File: config.mk
export PLATFORM = sky130hd
export DESIGN_NAME = bike_bram_streamer_flat
export DESIGN_NICKNAME = d
export VERILOG_FILES = /design/src/rtl/bike_bram_streamer_if.sv /design/src/rtl/bike_bram_streamer.sv /design/src/flat_wrapper.sv
export SDC_FILE = /design/constraint.sdc
export NUM_CORES = 1
export LEC_CHECK = 0
export CAP_MARGIN = 0
export CORE_AREA = 8 8 133 135
export CTS_CLUSTER_DIAMETER = 120
export DETAILED_ROUTE_END_ITERATION = 6
export DIE_AREA = 0 0 141 143
export PLACE_DENSITY = 0.78
export SYNTH_ARGS = -nofsm -noshare
export SYNTH_HDL_FRONTEND = slang
export SYNTH_SLANG_ARGS = --single-unit
export TNS_END_PERCENT = 50
File: constraint.sdc
create_clock -name clk -period 4.1 [get_ports clk]
set_input_delay 1.23 -clock clk [delete_from_list [all_inputs] [get_ports clk]]
set_output_delay 1.23 -clock clk [all_outputs]
set_load 0.02 [all_outputs]
File: src/rtl/bike_bram_streamer_if.sv
// Command, stream and memory-port bundle for bike_bram_streamer.
// slave: the streamer side; master: the side that drives commands, streams and memory data.
interface bike_bram_streamer_if #(
    parameter int unsigned AW = 11
);
    logic          start;
    logic          mode;
    logic [AW-1:0] base_addr;
    logic [AW:0]   len;
    logic          busy;
    logic          done;
    logic [31:0]   s_din;
    logic          s_valid;
    logic          s_ready;
    logic [31:0]   m_dout;
    logic          m_valid;
    logic          m_ready;
    logic          mem_wen;
    logic          mem_ren;
    logic [AW-1:0] mem_addr;
    logic [31:0]   mem_din;
    logic [31:0]   mem_dout;

    modport slave (
        input  start, mode, base_addr, len, s_din, s_valid, m_ready, mem_dout,
        output busy, done, s_ready, m_dout, m_valid, mem_wen, mem_ren, mem_addr, mem_din
    );

    modport master (
        output start, mode, base_addr, len, s_din, s_valid, m_ready, mem_dout,
        input  busy, done, s_ready, m_dout, m_valid, mem_wen, mem_ren, mem_addr, mem_din
    );
endinterface

File: src/rtl/bike_bram_streamer.sv
// Streams words between a valid/ready stream and a concatenated BRAM port (load / unload).
// Define BIKE_STREAMER_BSWAP_EN to byte-reverse data in both directions.
module bike_bram_streamer #(
    parameter int unsigned C = 2
) (
    input  logic                clk,
    input  logic                reset,
    bike_bram_streamer_if.slave bus
);
    localparam int unsigned AW = $clog2(C) + 10;
    localparam int unsigned DEPTH = C * 1024;
    localparam logic [AW-1:0] LastAddr = AW'(DEPTH - 1);

    typedef enum logic [1:0] {StIdle, StLoad, StUnload, StFin} state_e;

    function automatic logic [31:0] swap32(input logic [31:0] d);
`ifdef BIKE_STREAMER_BSWAP_EN
        return {d[7:0], d[15:8], d[23:16], d[31:24]};
`else
        return d;
`endif
    endfunction

    state_e        state_q, state_d;
    logic [AW:0]   len_q, len_d;
    logic [AW:0]   cnt_q, cnt_d;
    logic [AW:0]   out_cnt_q, out_cnt_d;
    logic [AW-1:0] addr_q, addr_d;
    logic          inflight_q, inflight_d;
    logic [1:0]    occ_q, occ_d;
    logic [31:0]   fifo0_q, fifo0_d;
    logic [31:0]   fifo1_q, fifo1_d;
    logic          s_ready_q, s_ready_d;
    logic          busy_q, busy_d;
    logic          done_q, done_d;

    logic          wen, ren, pop;
    logic [1:0]    occ_after_pop;
    logic [2:0]    credit_used;
    logic [AW:0]   cnt_inc, out_cnt_inc;
    logic [AW-1:0] addr_inc;

    assign cnt_inc     = cnt_q + {{AW{1'b0}}, 1'b1};
    assign out_cnt_inc = out_cnt_q + {{AW{1'b0}}, 1'b1};
    assign addr_inc    = (addr_q == LastAddr) ? '0 : addr_q + {{(AW-1){1'b0}}, 1'b1};

    always_comb begin
        wen           = (state_q == StLoad) && bus.s_valid && s_ready_q;
        pop           = (occ_q != 2'd0) && bus.m_ready;
        occ_after_pop = occ_q - {1'b0, pop};
        // A word leaving the FIFO this cycle frees its slot for a new read, sustaining 1 word/cycle.
        credit_used   = {1'b0, occ_after_pop} + {2'b00, inflight_q};
        ren           = (state_q == StUnload) && (cnt_q < len_q) && (credit_used < 3'd2);
    end

    always_comb begin
        state_d    = state_q;
        len_d      = len_q;
        cnt_d      = cnt_q;
        out_cnt_d  = out_cnt_q;
        addr_d     = addr_q;
        s_ready_d  = s_ready_q;
        inflight_d = ren;
        occ_d      = occ_after_pop + {1'b0, inflight_q};
        fifo0_d    = fifo0_q;
        fifo1_d    = fifo1_q;

        unique case (state_q)
            StIdle: begin
                if (bus.start) begin
                    len_d     = bus.len;
                    addr_d    = bus.base_addr;
                    cnt_d     = '0;
                    out_cnt_d = '0;
                    if (bus.len == '0) begin
                        state_d = StFin;
                    end else begin
                        state_d   = bus.mode ? StUnload : StLoad;
                        s_ready_d = ~bus.mode;
                    end
                end
            end
            StLoad: begin
                if (wen) begin
                    addr_d = addr_inc;
                    cnt_d  = cnt_inc;
                    if (cnt_inc == len_q) begin
                        s_ready_d = 1'b0;
                        state_d   = StFin;
                    end
                end
            end
            StUnload: begin
                if (ren) begin
                    addr_d = addr_inc;
                    cnt_d  = cnt_inc;
                end
                if (pop) begin
                    out_cnt_d = out_cnt_inc;
                    if (out_cnt_inc == len_q) state_d = StFin;
                end
            end
            StFin: state_d = StIdle;
            default: state_d = StIdle;
        endcase

        if (pop) fifo0_d = fifo1_q;
        if (inflight_q) begin
            if (occ_after_pop == 2'd0) fifo0_d = swap32(bus.mem_dout);
            else                       fifo1_d = swap32(bus.mem_dout);
        end

        busy_d = (state_d != StIdle);
        done_d = (state_d == StFin);
    end

    always_ff @(posedge clk or posedge reset) begin
        if (reset) begin
            state_q    <= StIdle;
            len_q      <= '0;
            cnt_q      <= '0;
            out_cnt_q  <= '0;
            addr_q     <= '0;
            inflight_q <= 1'b0;
            occ_q      <= 2'd0;
            fifo0_q    <= '0;
            fifo1_q    <= '0;
            s_ready_q  <= 1'b0;
            busy_q     <= 1'b0;
            done_q     <= 1'b0;
        end else begin
            state_q    <= state_d;
            len_q      <= len_d;
            cnt_q      <= cnt_d;
            out_cnt_q  <= out_cnt_d;
            addr_q     <= addr_d;
            inflight_q <= inflight_d;
            occ_q      <= occ_d;
            fifo0_q    <= fifo0_d;
            fifo1_q    <= fifo1_d;
            s_ready_q  <= s_ready_d;
            busy_q     <= busy_d;
            done_q     <= done_d;
        end
    end

    assign bus.busy     = busy_q;
    assign bus.done     = done_q;
    assign bus.s_ready  = s_ready_q;
    assign bus.m_valid  = (occ_q != 2'd0);
    assign bus.m_dout   = fifo0_q;
    assign bus.mem_wen  = wen;
    assign bus.mem_ren  = ren;
    assign bus.mem_addr = (wen || ren) ? addr_q : '0;
    assign bus.mem_din  = wen ? swap32(bus.s_din) : '0;

endmodule

File: src/flat_wrapper.sv
// flat-port wrapper written by rule: the top's interface ports become plain ports
module bike_bram_streamer_flat 
#(
    parameter int unsigned C = 2
)
  (clk, reset, bus_start, bus_mode, bus_base_addr, bus_len, bus_s_din, bus_s_valid, bus_m_ready, bus_mem_dout, bus_busy, bus_done, bus_s_ready, bus_m_dout, bus_m_valid, bus_mem_wen, bus_mem_ren, bus_mem_addr, bus_mem_din);
  bike_bram_streamer_if #(.AW((11))) bus_i ();
  input  logic clk;
  input  logic reset;
  input wire logic [$bits(bus_i.start)-1:0] bus_start;
  input wire logic [$bits(bus_i.mode)-1:0] bus_mode;
  input wire logic [$bits(bus_i.base_addr)-1:0] bus_base_addr;
  input wire logic [$bits(bus_i.len)-1:0] bus_len;
  input wire logic [$bits(bus_i.s_din)-1:0] bus_s_din;
  input wire logic [$bits(bus_i.s_valid)-1:0] bus_s_valid;
  input wire logic [$bits(bus_i.m_ready)-1:0] bus_m_ready;
  input wire logic [$bits(bus_i.mem_dout)-1:0] bus_mem_dout;
  output wire logic [$bits(bus_i.busy)-1:0] bus_busy;
  output wire logic [$bits(bus_i.done)-1:0] bus_done;
  output wire logic [$bits(bus_i.s_ready)-1:0] bus_s_ready;
  output wire logic [$bits(bus_i.m_dout)-1:0] bus_m_dout;
  output wire logic [$bits(bus_i.m_valid)-1:0] bus_m_valid;
  output wire logic [$bits(bus_i.mem_wen)-1:0] bus_mem_wen;
  output wire logic [$bits(bus_i.mem_ren)-1:0] bus_mem_ren;
  output wire logic [$bits(bus_i.mem_addr)-1:0] bus_mem_addr;
  output wire logic [$bits(bus_i.mem_din)-1:0] bus_mem_din;
  assign bus_i.start = bus_start;
  assign bus_i.mode = bus_mode;
  assign bus_i.base_addr = bus_base_addr;
  assign bus_i.len = bus_len;
  assign bus_i.s_din = bus_s_din;
  assign bus_i.s_valid = bus_s_valid;
  assign bus_i.m_ready = bus_m_ready;
  assign bus_i.mem_dout = bus_mem_dout;
  assign bus_busy = bus_i.busy;
  assign bus_done = bus_i.done;
  assign bus_s_ready = bus_i.s_ready;
  assign bus_m_dout = bus_i.m_dout;
  assign bus_m_valid = bus_i.m_valid;
  assign bus_mem_wen = bus_i.mem_wen;
  assign bus_mem_ren = bus_i.mem_ren;
  assign bus_mem_addr = bus_i.mem_addr;
  assign bus_mem_din = bus_i.mem_din;
  bike_bram_streamer #(.C(C)) u_core (.clk(clk), .reset(reset), .bus(bus_i));
endmodule
==> results of run 1 <==
==> layout make-up <==
class / instances / area [µm²]
fillers: 1265 / 5810
multi-input cells: 519 / 3720
flip-flops and latches: 119 / 2980
repair buffers: 218 / 2110
clock buffers: 18 / 439
well taps: 216 / 270
clock inverters: 14 / 136
inverters: 33 / 130
==> through the flow <==
| step | setup WS (ns) | total power [W] |
|---|---|---|
| floorplan | -0.0357 | 0.00441 |
| global placement | -0.901 | 0.00579 |
| detailed placement | -0.978 | 0.00588 |
| CTS | 0.00766 | 0.00740 |
| global route | -0.0456 | 0.00793 |
| finish | 0.0381 | 0.00744 |
==> worst max path at each step <==
| stage | endpoint | start | cells past startpoint |
|---|---|---|---|
| after floorplan | bus_mem_addr[0] | bus_m_ready | 12 |
| after detailed placement | bus_mem_addr[8] | bus_m_ready | 13 |
| final | bus_mem_addr[3] | bus_m_ready | 13 |
| after CTS | bus_mem_addr[3] | bus_m_ready | 13 |
| after global placement | bus_mem_addr[8] | bus_m_ready | 13 |
| after global routing | bus_mem_ren | bus_m_ready | 12 |
==> layer usage <==
| metal | track usage [%] | vias up | share of wire [%] |
|---|---|---|---|
| met5 | 0 | - | 0 |
| met2 | 32.5 | 217 | 49 |
| met3 | 6.71 | 26 | 8.3 |
| li1 | - | 2932 | - |
| met1 | 23.2 | 2889 | 41 |
| met4 | 7.41 | 0 | 2.0 |
==> synth_stat cells (all sizes together), types with 2 or more instances <==
cell / number
clkinv: 2
o41ai: 3
nand4: 7
or2: 3
a31oi: 6
a2111o: 3
a22o: 10
and3: 7
clkbuf: 27
nor4: 5
a21o: 2
xor2: 5
nand2: 50
a41oi: 2
o31ai: 7
dfrtp: 119
or3: 5
mux2i: 33
a32o: 11
a211oi: 4
o21a: 5
nor3: 17
a21oi: 46
buf: 10
xnor2: 19
and2: 49
o22ai: 3
ha: 23
nand2b: 11
mux2: 46
inv: 31
nand3: 34
o21ai: 22
o211ai: 10
nor2b: 2
nor2: 55
==> kinds of logic after synthesis <==
logic type,after synthesis
simple gates,249
compound gates,144
flops,119
mux,79
buf+inv,70
xor+xnor,24
fa+ha+maj,23
==> power by group through the flow <==
stage,clock network [W],logic [W],registers (W)
final,0.00144,0.00392,0.00208
after global routing,0.00153,0.00426,0.00214
after CTS,0.00148,0.00386,0.00207
after detailed placement,0,0.00380,0.00208
after global placement,0,0.00372,0.00207
after floorplan,0,0.00218,0.00223
==> registers in the layout, summed over array words and instances (netlist names), 2 cells and up <==
name               cells
u_core.out_cnt_q      12
u_core.len_q          12
u_core.cnt_q          12
u_core.addr_q         11
u_core.fifo1_q        32
u_core.state_q         2
u_core.occ_q           2
u_core.bus.m_dout     32
==> worst register-to-register path: stages, from the launching register on <==
cell	delay, ns
dfrtp_1	0.46
inv_1	0.15
ha_1	0.27
nand3_1	0.28
buf_4	0.25
nor3_1	0.17
nand3_1	0.10
or4_1	0.54
nor4_2	0.43
o41ai_2	0.16
nor2_2	0.10
==> repair_timing <==
action | in CTS | in global routing
buffers inserted | 1 | 0
gates resized for setup | 118 | 18
setup endpoints to repair | 44 | 13
gates cloned | 1 | 0
pin swaps | 2 | 2
==> out/metrics.csv, run 1 <==
stage,metric,value,unit
power,Power Density,760,nW/µm²
run_status,status,completed,
min_path,hold_sp,u_core.fifo1_q[27],
yosys,#FFs+latches synth,119,
power,leak pwr,4.48,nW
die,initial core utilization,44.0,%
yosys,Syn Area/Cell,9.69,µm²
drt,post-route ant nets,0,
min_path,hold path endpoint,u_core.fifo1_q[27],
sta,period utilisation layout,99.1,%
layout,post-layout util,62.8,%
critical_path,worst path buffer plus inverter count,6,
sta,Worst-Margin Slew,0.764,ns
clock_network,clk slew on worst S/H paths,0.06,ns
die,Core Rows,46,
placement,Placed Instances,1103,
clock_network,H-tree depth,4,
critical_path,RR Endpoint,u_core.bus.done,
clock_network,Clock Tree Buf Depth,2,
global_routing,GRT Residual Overflow,0,
global_routing,total track usage,19.6,%
yosys,Yosys top cell area share,43.4,%
sta,setup_tns,0,ns
yosys,sequential fraction of the synthesis area,43.4,%
critical_path,Critical Path AT,2.83,ns
yosys,Synth Instances,708,
critical_path,CP Max Fanout,6,
layout,"commonest non-fill, non-tap cells in the layout","clkdlybuf4s50_1, dfrtp_1, nor2_1, nand2_1",
sta,Max Clock Freq,0.246,GHz
sta,Rel. slew slack,49.1,%
yosys,Synth area leaders,"dfrtp_1, mux2_2, mux2i_1, and2_1, ha_1",
die,Core ar.,15600,µm²
critical_path,"Req. time, crit path",2.87,ns
critical_path,"delay-heaviest family, CP",adder cells,
yosys,Synth Area in Compound Gates,14.3,%
sta,Final Critical Period,4.06,ns
layout,Non-Filler Instances,1137,
drt,DR iter-0 viols,399,
layout,layout cells sized above 1,18.7,%
critical_path,"Critical Path, Cell by Cell",buf_8 -> nand2_8 -> inv_4 -> ha_4 -> inv_2 -> ha_4 -> inv_2 -> ha_4 -> nand2b_4 -> o31ai_4 -> buf_6 -> and2_4 -> buf_6,
drt,Pre-antenna DRT Iters,5,
power,Sw Pwr,0.00299,W
power,peak supply drop,0.000410,V
layout,fin nets,1024,
yosys,Syn Nets,824,
yosys,Main synth FF type,dfrtp_1,
power,Comb power frac,52.7,%
placement,count of input and output buffers,173,
job,MaxCap Viol Count,0,
sta,Fin Clk Skew,0.00980,ns
min_path,Hold Path Cell Cnt,1,
yosys,area of the mapped netlist,6860,µm²
critical_path,max incr delay on CP,0.30,ns
global_routing,initial antenna violation count,0,
critical_path,slack of the worst reg-to-reg path,1.14,ns
drt,drt drc,0,
drt,Routed wire per std cell,17.1,µm
yosys,Yosys Warn Count,0,
clock_network,CTS Buf Count,17,
critical_path,crit end category,output pin,
placement,RD Place Congestion,0.870,
critical_path,Reg2Reg Depth,10,
die,die width,141,µm
critical_path,Worst path slowest cell,o31ai_4,
sta,setup violators final,0,
yosys,Synth Area in Simple Gates,18.6,%
layout,Layout area overhead,42.7,%
clock_network,CTS Sinks,119,
sta,final hold vios,0,
yosys,mux contribution to synthesized area,12.4,%
global_routing,vias in the first global route,6171,
die,die area,20200,µm²
critical_path,Crit path top cell by count,ha_4,
power,Sequential Power Share,27.9,%
drt,DRT Wirelength,19500,µm
sta,RSZ-0062 raised after global routing,yes,
layout,"most common cell after layout, fill and taps aside",clkdlybuf4s50_1,
critical_path,WS Path Type,in -> out,
global_routing,first-pass GRT wire length,31300,µm
clock_network,CTS tree,done,
placement,DPL Wire Length,14400,µm
yosys,cell taking the most area after synthesis,dfrtp_1,
power,Net Sw Frac,40.2,%
clock_network,Hold Buf Count CTS,0,
power,Int Pwr,0.00445,W
drt,Vias per Instance,5.33,
yosys,XOR/XNOR share of the synthesized area,3.07,%
yosys,"EDFF count, synth",0,
yosys,Cell variety after synth,61,
clock_network,Root Buffer,clkbuf_16,
sta,final slew viol count,0,
yosys,Synth Area in Adders,4.20,%
layout,Inserted Diodes,0,
critical_path,Worst R2R Start,u_core.state_q[1],
drt,via count,6064,
die,die height,143,µm
yosys,largest family of logic cells by synthesized area,simple AND/OR/NAND/NOR gates,
die,Ports,174,
clock_network,"Clk Latency, worst-skew pair",0.42,ns
sta,Min Hold Slack,0.505,ns
yosys,asr flop ratio synth,100,%
critical_path,Worst setup SP type,primary input,
placement,Post-DP Area,9140,µm²
min_path,Hold Path Class,reg -> reg,
layout,post-layout instance area,9790,µm²
global_routing,largest net degree at the start of global routing,65,
power,Clk pwr share,19.4,%
Note: power is estimated with default switching activity, not from simulation.
==> inputs of run 2 (changes only) <==
- CORE_AREA: 8 8 133 135 -> 2 2 127 129
- DIE_AREA: 0 0 141 143 -> 0 0 129 131
==> out/metrics.csv, run 2 (same netlist as run 1, synthesis figures left out) <==
stage,metric,value,unit
critical_path,"delay-heaviest family, CP",adder cells,
run_status,status,finished with violations,
die,initial core utilization,44.0,%
clock_network,H-tree depth,4,
clock_network,CTS Sinks,119,
critical_path,slack of the worst reg-to-reg path,1.25,ns
critical_path,"Critical Path, Cell by Cell",buf_8 -> nand2_8 -> inv_4 -> ha_4 -> inv_4 -> ha_4 -> inv_2 -> ha_4 -> nand2b_4 -> o31ai_4 -> buf_6 -> and2_2 -> buf_6,
drt,Pre-antenna DRT Iters,5,
clock_network,Root Buffer,clkbuf_16,
critical_path,Levels on crit path,13,
die,Ports,174,
critical_path,Worst path slowest cell,o31ai_4,
sta,RSZ-0062 raised after global routing,yes,
die,Core Rows,46,
global_routing,vias in the first global route,5961,
min_path,Hold Path Class,reg -> reg,
power,Power Total,0.00767,W
run_status,failing checks,setup timing,
die,die width,129,µm
drt,DR iter-0 viols,440,
critical_path,Worst setup SP type,primary input,
sta,final slew viol count,0,
placement,count of input and output buffers,173,
layout,layout cells sized above 1,18.8,%
critical_path,Crit path top cell by count,ha_4,
min_path,hold path endpoint,u_core.fifo1_q[0],
clock_network,Clock Tree Buf Depth,2,
clock_network,CTS tree,done,
sta,Max Clock Freq,0.243,GHz
critical_path,Worst R2R Start,u_core.state_q[1],
sta,Final Critical Period,4.12,ns
sta,setup violators final,11,
placement,DPL Wire Length,13100,µm
critical_path,"Req. time, crit path",2.87,ns
critical_path,CP Max Fanout,6,
layout,"most common cell after layout, fill and taps aside",clkdlybuf4s50_1,
min_path,hold_sp,u_core.fifo1_q[0],
layout,area occupied by multi-input gates,3730,µm²
clock_network,CTS Buf Count,17,
job,MaxCap Viol Count,0,
sta,Rel. slew slack,46.9,%
drt,Routed wire per std cell,16.5,µm
global_routing,initial antenna violation count,0,
global_routing,total track usage,22.4,%
critical_path,Reg2Reg Depth,9,
layout,Layout area overhead,43.7,%
drt,DRT Wirelength,18700,µm
layout,fill cell count,1278,
placement,RD Place Congestion,0.914,
min_path,Hold Path Cell Cnt,1,
die,die area,16900,µm²
drt,Vias per Instance,5.42,
drt,drt drc,0,
clock_network,"Clk Latency, worst-skew pair",0.43,ns
critical_path,max incr delay on CP,0.33,ns
power,leak pwr,4.51,nW
global_routing,GRT Residual Overflow,0,
sta,final hold vios,0,
sta,Worst-Margin Slew,0.796,ns
sta,Fin Clk Skew,0.00736,ns
global_routing,first-pass GRT wire length,29700,µm
layout,Inserted Diodes,0,
clock_network,clk slew on worst S/H paths,0.06,ns
layout,"commonest non-fill, non-tap cells in the layout","clkdlybuf4s50_1, dfrtp_1, nor2_1, nand2_1, mux2_2",
layout,fin nets,1024,
critical_path,crit end category,output pin,
layout,Reg area,2980,µm²
drt,via count,6157,
sta,Setup WS post-layout,-0.0216,ns
die,Core ar.,15600,µm²
power,peak supply drop,0.000482,V
critical_path,RR Endpoint,u_core.bus.s_ready,
critical_path,worst path buffer plus inverter count,6,
critical_path,Critical Path AT,2.89,ns
power,Power Density,778,nW/µm²
sta,period utilisation layout,101,%
die,die height,131,µm
drt,post-route ant nets,0,
global_routing,largest net degree at the start of global routing,68,
sta,setup_tns,-0.106,ns
critical_path,WS Path Type,in -> out,
## run 2: worst max-delay path by stage
stage / start / endpoint / slack, ns
after floorplan: bus_m_ready / bus_mem_addr[0] / -0.04
after global placement: bus_m_ready / bus_mem_addr[4] / -0.92
after detailed placement: bus_m_ready / bus_mem_addr[4] / -0.98
after CTS: bus_s_valid / bus_mem_wen / 0.00008
after global routing: bus_m_ready / bus_mem_addr[4] / -0.08
final: bus_m_ready / bus_mem_addr[3] / -0.02
## run 2: worst register-to-register path, cell delays in order, from the launching register on
cell and delay, ns:
dfrtp_1 0.46, inv_1 0.16, ha_1 0.28, nand3_2 0.20, buf_4 0.20, nor3_1 0.16
nand3_1 0.10, or4_1 0.55, nor4_2 0.41, o21ai_0 0.18
## run 2: per-stage QoR
stage               util [%]  setup slack, ns  area (µm²)  cells  hold slack [ns]
floorplan                  -          -0.0357        6920    708            0.476
global placement        58.4           -0.920        9110   1103            0.489
detailed placement      58.4           -0.982        9110   1103            0.495
CTS                     62.6        0.0000759        9770   1136            0.508
global route            63.2          -0.0775        9850   1137            0.517
finish                  63.2          -0.0216        9850   1137            0.505
## run 2: repair_timing
action                     in CTS  in global routing
buffers inserted                0                  1
setup endpoints to repair      45                 13
hold buffers                    0                  0
resized for setup             115                 22
pin swaps                       1                  2
gates cloned                    1                  0
## run 2: report_power, final
part | internal, W | total (W) | switching, W
clock network | 0.00109 | 0.00166 | 0.000571
logic | 0.00189 | 0.00394 | 0.00205
registers | 0.00170 | 0.00207 | 0.000368
## run 2: cell type report
class | instances | share of cell area (%)
inverters | 33 | 1.35
repair buffers | 218 | 21.2
multi-input cells | 519 | 37.9
clock buffers | 19 | 4.39
well taps | 216 | 2.74
flip-flops and latches | 119 | 30.2
clock inverters | 13 | 2.22
## run 2: metal layers
| metal | track usage (%) | vias to the layer above | wire length [µm] |
|---|---|---|---|
| li1 | - | 2937 | - |
| met3 | 5.37 | 30 | 1120 |
| met1 | 28.3 | 2954 | 7970 |
| met4 | 7.23 | 0 | 347 |
| met2 | 38.0 | 236 | 9300 |
| met5 | 0 | - | 0 |
==> inputs of run 3 (changes only) <==
- ABC_AREA: default -> 0
- TNS_END_PERCENT: 50 -> 30
==> out/metrics.csv, run 3 (same netlist as run 1, synthesis figures left out) <==
stage,metric,value,unit
run_status,status,finished with violations,
run_status,failing checks,setup timing,
power,Sequential Power Share,27.0,%
global_routing,GRT busiest layer,met2,
sta,Rel. slew slack,47.3,%
layout,fill cell count,1279,
die,initial core utilization,44.0,%
job,MaxCap Viol Count,0,
power,peak supply drop,0.000472,V
placement,DPL Wire Length,13100,µm
die,die width,129,µm
drt,Pre-antenna DRT Iters,6,
power,Sw Pwr,0.00298,W
critical_path,"Req. time, crit path",2.87,ns
layout,Layout area overhead,43.6,%
clock_network,"Clk Latency, worst-skew pair",0.43,ns
global_routing,initial antenna violation count,0,
critical_path,Critical Path AT,2.89,ns
sta,period utilisation layout,101,%
sta,Final Critical Period,4.12,ns
power,leak pwr,4.51,nW
sta,setup violators final,11,
sta,Worst-Margin Slew,0.791,ns
critical_path,max incr delay on CP,0.33,ns
layout,Inserted Diodes,0,
sta,Fin Clk Skew,0.00748,ns
sta,Max Clock Freq,0.243,GHz
sta,RSZ-0062 raised after global routing,yes,
global_routing,first-pass GRT wire length,29700,µm
clock_network,clk slew on worst S/H paths,0.06,ns
clock_network,Clock Tree Buf Depth,2,
critical_path,Reg2Reg Depth,9,
sta,final slew viol count,0,
critical_path,slack of the worst reg-to-reg path,1.25,ns
global_routing,met3 Use GR,5.37,%
clock_network,CTS tree,done,
die,Core Rows,46,
die,Ports,174,
drt,DR iter-0 viols,439,
drt,post-route ant nets,0,
layout,"most common cell after layout, fill and taps aside",clkdlybuf4s50_1,
global_routing,GRT Residual Overflow,0,
die,die height,131,µm
sta,Setup WS post-layout,-0.0216,ns
drt,DRT Wirelength,18700,µm
critical_path,CP Max Fanout,6,
placement,RD Place Congestion,0.914,
min_path,Hold Path Cell Cnt,1,
critical_path,WS Path Type,in -> out,
power,Power Density,778,nW/µm²
layout,layout cells sized above 1,18.8,%
clock_network,CTS Sinks,119,
drt,via count,6154,
layout,post-layout instance area,9850,µm²
clock_network,Root Buffer,clkbuf_16,
global_routing,total track usage,22.4,%
min_path,Hold Path Class,reg -> reg,
global_routing,GR Util met2,38.0,%
die,die area,16900,µm²
placement,count of input and output buffers,173,
critical_path,"Critical Path, Cell by Cell",buf_8 -> nand2_8 -> inv_4 -> ha_4 -> inv_4 -> ha_4 -> inv_2 -> ha_4 -> nand2b_4 -> o31ai_4 -> buf_6 -> and2_2 -> buf_6,
layout,fin nets,1024,
sta,final hold vios,0,
sta,Min Hold Slack,0.505,ns
power,Net Sw Frac,39.0,%
global_routing,GR Util met1,28.3,%
clock_network,CTS Buf Count,17,
sta,setup_tns,-0.107,ns
drt,Vias per Instance,5.41,
layout,"commonest non-fill, non-tap cells in the layout","clkdlybuf4s50_1, dfrtp_1, nor2_1, nand2_1, mux2_2",
drt,Routed wire per std cell,16.5,µm
clock_network,H-tree depth,4,
die,Core ar.,15600,µm²
power,Clk pwr share,21.6,%
global_routing,vias in the first global route,5961,
critical_path,crit end category,output pin,
global_routing,largest net degree at the start of global routing,68,
placement,Post-DP Area,9110,µm²
power,Power Total,0.00766,W
critical_path,Crit path top cell by count,ha_4,
critical_path,Worst setup SP type,primary input,
clock_network,Hold Buf Count CTS,0,
power,Int Pwr,0.00468,W
drt,drt drc,0,
critical_path,Worst path slowest cell,o31ai_4,
power,Comb power frac,51.4,%
-- run 3: cell count changes in the layout (fill, tap and decap cells not counted) --
| cell | before | now |
|---|---|---|
| and2_2 | 3 | 4 |
| and2_4 | 8 | 7 |
-- run 3: per-layer routing --
layer	wire [µm]	vias up
li1	-	2937
met1	7970	2955
met2	9300	233
met3	1110	29
met4	328	0
met5	0	-
-- run 3: path summary, 6_finish.rpt --
path / startpoint / to
max reg2reg: u_core.state_q[1] / u_core.bus.s_ready
max in group asynchronous: reset / u_core.fifo1_q[26]
min in group asynchronous: reset / u_core.bus.done
min: u_core.fifo1_q[0] / u_core.fifo1_q[0]
max: bus_m_ready / bus_mem_addr[3]
min reg2reg: u_core.fifo1_q[0] / u_core.fifo1_q[0]
-- run 3: worst max-delay path: cells and delay by family --
| kind | cells | cell delay, ns |
|---|---|---|
| buf+inv | 6 | 0.50 |
| compound gates | 1 | 0.33 |
| simple gates | 3 | 0.26 |
| fa+ha+maj | 3 | 0.54 |
-- run 3: power groups by stage --
stage	combinational (W)	sequential (W)	clock, W
final	0.00394	0.00207	0.00166
after detailed placement	0.00378	0.00207	0
after CTS	0.00386	0.00206	0.00168
after global routing	0.00428	0.00213	0.00174
after global placement	0.00371	0.00205	0
after floorplan	0.00218	0.00223	0
-- run 3: through the flow --
stage               util (%)  cells  setup WS [ns]
finish                  63.2   1137        -0.0216
global route            63.2   1137        -0.0775
CTS                     62.6   1136      0.0000759
detailed placement      58.4   1103         -0.982
global placement        58.4   1103         -0.920
floorplan                  -    708        -0.0357
-- run 3: timing repair --
item	4_1_cts	5_1_grt
gates cloned	1	0
buffers inserted	0	1
gates resized for setup	115	21
pin swaps	1	2
endpoints found under the setup margin	45	13
-- run 3: final cells by class --
class | instances | area [µm²] | share of cell area (%)
clock inverter | 13 | 219 | 2.22
tap | 216 | 270 | 2.74
multi-input combinational | 519 | 3730 | 37.9
inverter | 33 | 133 | 1.35
sequential | 119 | 2980 | 30.2
timing repair buffer | 218 | 2080 | 21.2
clock buffer | 19 | 433 | 4.39
